## config.mk

```make
export PLATFORM = sky130hd
export DESIGN_NAME = interrupt_ack_decoder
export DESIGN_NICKNAME = d
export VERILOG_FILES = /design/src/rtl/interrupt_ack_decoder.sv
export SDC_FILE = /design/constraint.sdc
export NUM_CORES = 1
export LEC_CHECK = 0
export ABC_AREA = 1
export CORE_ASPECT_RATIO = 1.75
export CORE_MARGIN = 4
export CORE_UTILIZATION = 30
export DETAILED_ROUTE_END_ITERATION = 7
export DONT_BUFFER_PORTS = 1
export MAX_ROUTING_LAYER = met4
export PLACE_DENSITY = 0.5
export RECOVER_POWER = 25
export SYNTH_ARGS = -nofsm -noshare
export SYNTH_HDL_FRONTEND = slang
export SYNTH_SLANG_ARGS = --single-unit
```

## constraint.sdc

```tcl
create_clock -name clk -period 3 [get_ports clk]
set_input_delay 0.45 -clock clk [delete_from_list [all_inputs] [get_ports clk]]
set_output_delay 0.45 -clock clk [all_outputs]
set_load 0.03 [all_outputs]
```

## src/rtl/interrupt_ack_decoder.sv

```systemverilog
// Interrupt acknowledge decoder: latches the priority-encoder winner, drives a one-hot ack
// to the matching request line and holds it until completion, abort or timeout.
module interrupt_ack_decoder #(
  parameter int unsigned TIMEOUT = 255,
  parameter int unsigned CNT_W   = 8
) (
  input  logic       clk,
  input  logic       reset,
  input  logic       enable,
  input  logic [1:0] code,
  input  logic       noSig,
  input  logic       serviceDone,
  output logic [3:0] ack,
  output logic [1:0] activeCode,
  output logic       busy,
  output logic       timeoutErr
);

  typedef enum logic [1:0] {
    IDLE    = 2'b00,
    ACK     = 2'b01,
    RELEASE = 2'b10
  } state_t;

  localparam bit             TO_EN    = (TIMEOUT != 0);
  localparam logic [CNT_W-1:0] LAST_CNT = TO_EN ? CNT_W'(TIMEOUT - 1) : {CNT_W{1'b0}};
  localparam logic [CNT_W-1:0] CNT_ONE  = {{(CNT_W-1){1'b0}}, 1'b1};

  state_t           state_r;
  logic [CNT_W-1:0] count_r;

  // Encoder code 00 is the highest-numbered line, so the ack bit is 3-code.
  function automatic logic [3:0] decode_ack(input logic [1:0] c);
    logic [3:0] onehot;
    case (c)
      2'b00:   onehot = 4'b1000;
      2'b01:   onehot = 4'b0100;
      2'b10:   onehot = 4'b0010;
      2'b11:   onehot = 4'b0001;
      default: onehot = 4'b0000;
    endcase
    return onehot;
  endfunction

  // Acknowledge FSM with all outputs registered.
  always_ff @(posedge clk) begin
    if (reset) begin
      state_r    <= IDLE;
      count_r    <= {CNT_W{1'b0}};
      ack        <= 4'b0000;
      activeCode <= 2'b00;
      busy       <= 1'b0;
      timeoutErr <= 1'b0;
    end else begin
      timeoutErr <= 1'b0;
      case (state_r)
        IDLE: begin
          if (enable && !noSig) begin
            activeCode <= code;
            ack        <= decode_ack(code);
            count_r    <= {CNT_W{1'b0}};
            busy       <= 1'b1;
            state_r    <= ACK;
          end else begin
            ack  <= 4'b0000;
            busy <= 1'b0;
          end
        end
        ACK: begin
          // Abort beats completion beats expiry, so a same-edge serviceDone suppresses the error.
          if (!enable) begin
            ack     <= 4'b0000;
            state_r <= RELEASE;
          end else if (serviceDone) begin
            ack     <= 4'b0000;
            state_r <= RELEASE;
          end else if (TO_EN && (count_r == LAST_CNT)) begin
            ack        <= 4'b0000;
            timeoutErr <= 1'b1;
            state_r    <= RELEASE;
          end else begin
            count_r <= count_r + CNT_ONE;
          end
        end
        RELEASE: begin
          ack     <= 4'b0000;
          busy    <= 1'b0;
          state_r <= IDLE;
        end
        default: begin
          ack     <= 4'b0000;
          busy    <= 1'b0;
          state_r <= IDLE;
        end
      endcase
    end
  end

endmodule
```

==> results.md, run 1 <==
- CTS resizes: 0
- Root Buffer: clkbuf_8
- Share of cells above drive strength 1: 0.123
- Arrival @ worst endpoint: 1750 ps
- Yosys reg bits: 18
- Port buffer count: 0
- Min Hold Slack: 254 ps
- GP Congestion: 0.804
- HPWL after DPL: 1550 um
- TritonCTS Buffers: 3
- Sequential Area: 360 sq um
- FF-to-FF Start: count_r[0]$_SDFFE_PP0P_
- # H-tree levels: 1
- Cells on worst reg2reg path: 10
- Startpoint Class: register
- Pleak: 0.417 nW
- RSZ-0062 raised after global routing: no
- Max Slew Vio Count: 0
- Share of the synthesized area in the top cell type: 0.389
- Final setup vio count: 0
- Max-cap violation count: 0
- CP Max Fanout: 8
- Pwr Total: 0.476 mW
- Post-Route WL: 1950 um
- Crit path kind: reg2reg
- Antenna fix cells: 0
- WL per Instance: 11.3 um
- Max VDD drop: 0.323 mV
- Sequential area share after synthesis: 0.389
- Syn Inst Count: 128
- Library cells used by synthesis: 21
- Antenna Nets Post-Route: 0
- R2R Setup Slk: 1450 ps
- Die area: 4080 sq um
- Data required time of the critical path: 3200 ps
- Tot GR Track Use: 0.112
- Initial Util: 0.313
- Hold Crit Class: in2reg
- Placement Setup Slack: 1600 ps
- First-pass GRT wire length: 3360 um
- Synth area leaders: dfxtp_1, nand2_1, inv_1
- Post-route DRC: 0
- Post-Syn Area per Cell: 7.24 sq um
- Ports: 15
- Initial antenna violation count: 0
- Filler cells: 338
- Net Count, Synth: 137
- Cts-stage hold buffer count: 0
- Slew margin rel.: 0.723
- Post-route clock period utilization: 0.517
- Vias in the first global route: 782
- FMAX: 645 MHz
- Power Density: 469 nW/um^2
- Tmin final: 1550 ps
- Worst setup path start: count_r[0]$_SDFFE_PP0P_
- Largest net degree at the start of global routing: 17
- Area leader, netlist: dfxtp_1
- Yosys warning count: 0
- Die Ht: 81.5 um
- Layout area overhead: 9.45%
- Rows: 26
- Via count: 774
- Slew @ Worst Pin: 414 ps
- Setup TNS: 0 ps
- DR iter-0 viols: 21
- Area of the multi-input gates: 483 sq um
- Core area: 2960 sq um
- CTS tree: done
- Fin. Hold Viols: 0
- Vias per cell: 4.50
- Outcome: finished clean
- Setup Buffers After CTS: 0
- CP endpoint: count_r[5]$_SDFFE_PP0P_
- Worst Skew: 3.84 ps
- GRT Residual Overflow: 0
- Clk_lat worst skew: 250 ps
- CP endpoint kind: register
- Synthesized cell area: 927 sq um
- Layout net count: 140
- Max Buffers Root-to-Sink: 2
- Clk pin slew, worst setup/hold paths: 70 ps
- Sink Count: 18
- Worst Slack Setup Final: 1450 ps
- Die W: 50.0 um
- RR Endpoint: count_r[5]$_SDFFE_PP0P_
- Drt pass-1 iters: 4
[flip-flops by register name, indices dropped and copies added, names as in the netlist]
register    count
state_r         2
timeoutErr      1
count_r         8
ack             4
activeCode      2
busy            1
[cells in the mapped netlist (all sizes together)]
| cell | n |
|---|---|
| a21oi | 11 |
| nor2 | 17 |
| nand2 | 42 |
| nand3 | 12 |
| inv | 17 |
| clkbuf | 2 |
| nor3 | 4 |
| o21ai | 2 |
| nand3b | 1 |
| ha | 2 |
| dfxtp | 18 |
[kinds of logic after synthesis]
family | count (synthesis) | share of synthesized area
buffers and inverters | 19 | 0.0769
adders and majority gates | 2 | 0.0270
and+or+nand+nor | 76 | 0.425
DFF | 18 | 0.389
AOI/OAI and AO/OA | 13 | 0.0823
[metal layers]
| metal | track usage | part of all wire |
|---|---|---|
| met5 | - | 0 |
| met4 | 0.0665 | 0.025 |
| met3 | 0.0236 | 0.037 |
| met2 | 0.224 | 0.56 |
| met1 | 0.0905 | 0.38 |
[report_power, final]
part           internal, mW  switching [mW]  leakage (nW)
logic               0.00846          0.0178         0.242
clock network         0.117          0.0801        0.0288
registers             0.244         0.00969         0.146
[cell usage in the layout (no fill, tap or decap)]
cell type,n
o21ai_0,1
a21oi_1,10
o21ai_1,1
nor2_1,14
nor3_1,4
nor2_2,1
inv_1,16
ha_1,2
nand2_2,4
clkbuf_8,4
nand3b_1,1
dfxtp_1,18
nand2_4,2
a21oi_4,1
inv_2,1
nor2_8,2
nand2_1,36
nand3_4,1
nand3_1,11
[area by class of cell]
type | count | area share
multi-input cells | 91 | 0.476
flip-flops and latches | 18 | 0.355
clock buffers | 4 | 0.0543
inverters | 17 | 0.0629
well taps | 42 | 0.0518
[worst max-delay path: stages, from the launching register on]
cell	delay, ps
dfxtp_1	320
inv_1	120
ha_1	160
nand2_1	50
nor2_1	330
nand3_4	160
nand2_4	150
nand2_2	70
nand2_1	60
nand2_1	40
inv_1	40
[worst min path at each step]
stage / startpoint / end / slack [ps] / cells after the start
after CTS: reset / activeCode[0]$_SDFFE_PP0P_ / 250 / 1
after global routing: reset / activeCode[0]$_SDFFE_PP0P_ / 240 / 1
after detailed placement: count_r[4]$_SDFFE_PP0P_ / count_r[4]$_SDFFE_PP0P_ / 490 / 2
final: reset / busy$_SDFFE_PP0P_ / 250 / 1
after floorplan: count_r[4]$_SDFFE_PP0P_ / count_r[4]$_SDFFE_PP0P_ / 460 / 2
after global placement: count_r[4]$_SDFFE_PP0P_ / count_r[4]$_SDFFE_PP0P_ / 470 / 2
[per-stage QoR]
step / cell area, sq um / cells / util
finish: 1010 / 172 / 0.343
floorplan: 927 / 128 / -
CTS: 1030 / 172 / 0.347
detailed placement: 972 / 168 / 0.328
global placement: 972 / 168 / 0.328
global route: 1010 / 172 / 0.343
Note: power is estimated with default switching activity, not from simulation.
==> run 2, diff against run 1 <==
Settings changed: PLACE_DENSITY 0.5 to 0.51.
Clock period 3 ns to 1.3 ns, I/O delays scaled along.
==> run 2 against run 1 <==
The run now ends with hold timing left. Maximum frequency is 21% higher. Register-to-register slack worse by 1400 ps. Largest cell class unchanged. Utilization grew 7.2 points. Global-route usage increased by 1.2 points. Critical endpoint is now count_r[6]$_SDFFE_PP0P_. Largest power group unchanged. Clock power increased by 96%. First-iteration DRC count rose by 57%. Worst hold slack lost 260 ps.
==> results.md, run 2 (synthesis results as in run 1) <==
- Tmin final: 1280 ps
- Drt pass-1 iters: 4
- Post-Route WL: 2320 um
- CP endpoint kind: register
- Filler cells: 304
- Dpl cells: 173
- Rows: 26
- Vias per cell: 4.66
- Pwr Total: 1.05 mW
- Ports: 15
- RSZ-0062 raised after global routing: yes
- Clk pin slew, worst setup/hold paths: 70 ps
- Die Ht: 81.5 um
- Worst path max stage delay: 380 ps
- Data required time of the critical path: 1490 ps
- Top reg by flops: count_r
- Commonest non-fill, non-tap cell in the layout: nand2_1
- Largest net degree at the start of global routing: 16
- RR Endpoint: count_r[6]$_SDFFE_PP0P_
- Arrival @ worst endpoint: 1470 ps
- Post-route clock period utilization: 0.985
- R2R Setup Slk: 20 ps
- Root Buffer: clkbuf_8
- Startpoint Class: register
- Worst Skew: 2.91 ps
- WL per Instance: 12.7 um
- Post-route DRC: 0
- HPWL after DPL: 1610 um
- Failing checks: hold timing
- Cts-stage hold buffer count: 1
- Via count: 853
- Power Density: 856 nW/um^2
- CP Max Fanout: 8
- Max-cap violation count: 0
- Slowest CP cell: dfxtp_4
- FF-to-FF Start: count_r[1]$_SDFFE_PP0P_
- Clk_lat worst skew: 250 ps
- Sink Count: 18
- Biggest regs: count_r (8), ack (4)
- Vias in the first global route: 874
- First-pass GRT wire length: 3800 um
- Min Hold Slack: -9.94 ps
- Fin. Hold Viols: 2
- CTS tree: done
- Final setup vio count: 0
- Share of cells above drive strength 1: 0.340
- Layout area overhead: 32.4%
- Cells on worst reg2reg path: 7
- Max Buffers Root-to-Sink: 2
- Die W: 50.0 um
- Layout net count: 152
- Antenna fix cells: 0
- # H-tree levels: 1
- GRT Residual Overflow: 0
- GP Congestion: 0.845
- Slew margin rel.: 0.771
- Max reg flops: 8
- FMAX: 781 MHz
- Core area: 2960 sq um
- Most frequent cells in the layout: nand2_1, dfxtp_1, inv_1, nor2_1
- Crit path kind: reg2reg
- Max VDD drop: 0.617 mV
- Hold Crit Class: in2reg
- Pleak: 0.498 nW
- Hold_sp: reset
- Antenna Nets Post-Route: 0
- Hold endpoint: count_r[2]$_SDFFE_PP0P_
- Non-Filler Instances: 183
- DR iter-0 viols: 33
- Slew @ Worst Pin: 343 ps
- Worst hold path cell count: 1
- Initial Util: 0.313
- Outcome: complete, but fails checks
- Initial antenna violation count: 0
- TritonCTS Buffers: 3
- Post-Route Utilization: 0.415
- Port buffer count: 0
- Die area: 4080 sq um
- Crit path cell chain: ha_4 > nand2_4 > nor2_4 > nand3_4 > nand2_8 > nand2_1 > a21oi_2
- Worst setup path start: count_r[1]$_SDFFE_PP0P_
- Max Slew Vio Count: 0
- Tot GR Track Use: 0.124
## run 2: through the flow
stage               setup slack, ps  area (sq um)  TNS (ps)
finish                         20.1          1230         0
global placement              -4.44          1010     -4.44
floorplan                      62.4           927         0
detailed placement            -27.3          1010     -35.1
global route                  -81.6          1230      -547
CTS                            7.59          1100         0
## run 2: critical path, delay by kind of cell (launching register included)
family | cells | cell delay [ps]
and+or+nand+nor | 5 | 560
DFF | 1 | 380
adders and majority gates | 1 | 150
AOI/OAI and AO/OA | 1 | 120
## run 2: power breakdown
part / total, mW / leakage (nW) / switching (mW) / internal (mW)
combinational: 0.0811 / 0.329 / 0.0513 / 0.0298
sequential: 0.582 / 0.148 / 0.0223 / 0.560
clock: 0.387 / 0.0216 / 0.181 / 0.206
## run 2: worst max-delay path by stage
| stage | endpoint | slack [ps] | cells after the start |
|---|---|---|---|
| after detailed placement | count_r[6]$_SDFFE_PP0P_ | -30 | 7 |
| final | count_r[6]$_SDFFE_PP0P_ | 20 | 7 |
| after CTS | count_r[3]$_SDFFE_PP0P_ | 8 | 10 |
| after floorplan | count_r[6]$_SDFFE_PP0P_ | 60 | 7 |
| after global routing | count_r[3]$_SDFFE_PP0P_ | -80 | 10 |
| after global placement | count_r[6]$_SDFFE_PP0P_ | -4 | 7 |
## run 2: per-layer routing
layer	track usage	vias up	wire length, um
met3	0.0181	4	111
met4	0.0720	0	46
met1	0.109	400	792
met2	0.242	19	1370
met5	-	-	0
li1	-	430	-
## run 2: what timing repair did
item,4_1_cts,5_1_grt
resized for setup,6,23
setup endpoints to repair,5,12
pin swaps,6,14
hold endpoints to repair,2,6
buffers inserted,1,4
gates cloned,1,0
## run 2: area by class of cell
| type | count | area, sq um | area share |
|---|---|---|---|
| Multi-Input combinational cell | 92 | 602 | 0.490 |
| Sequential cell | 18 | 367 | 0.299 |
| Timing Repair Buffer | 11 | 101 | 0.0826 |
| Inverter | 17 | 63.8 | 0.0520 |
| Tap cell | 42 | 52.6 | 0.0428 |
| Clock buffer | 3 | 41.3 | 0.0336 |
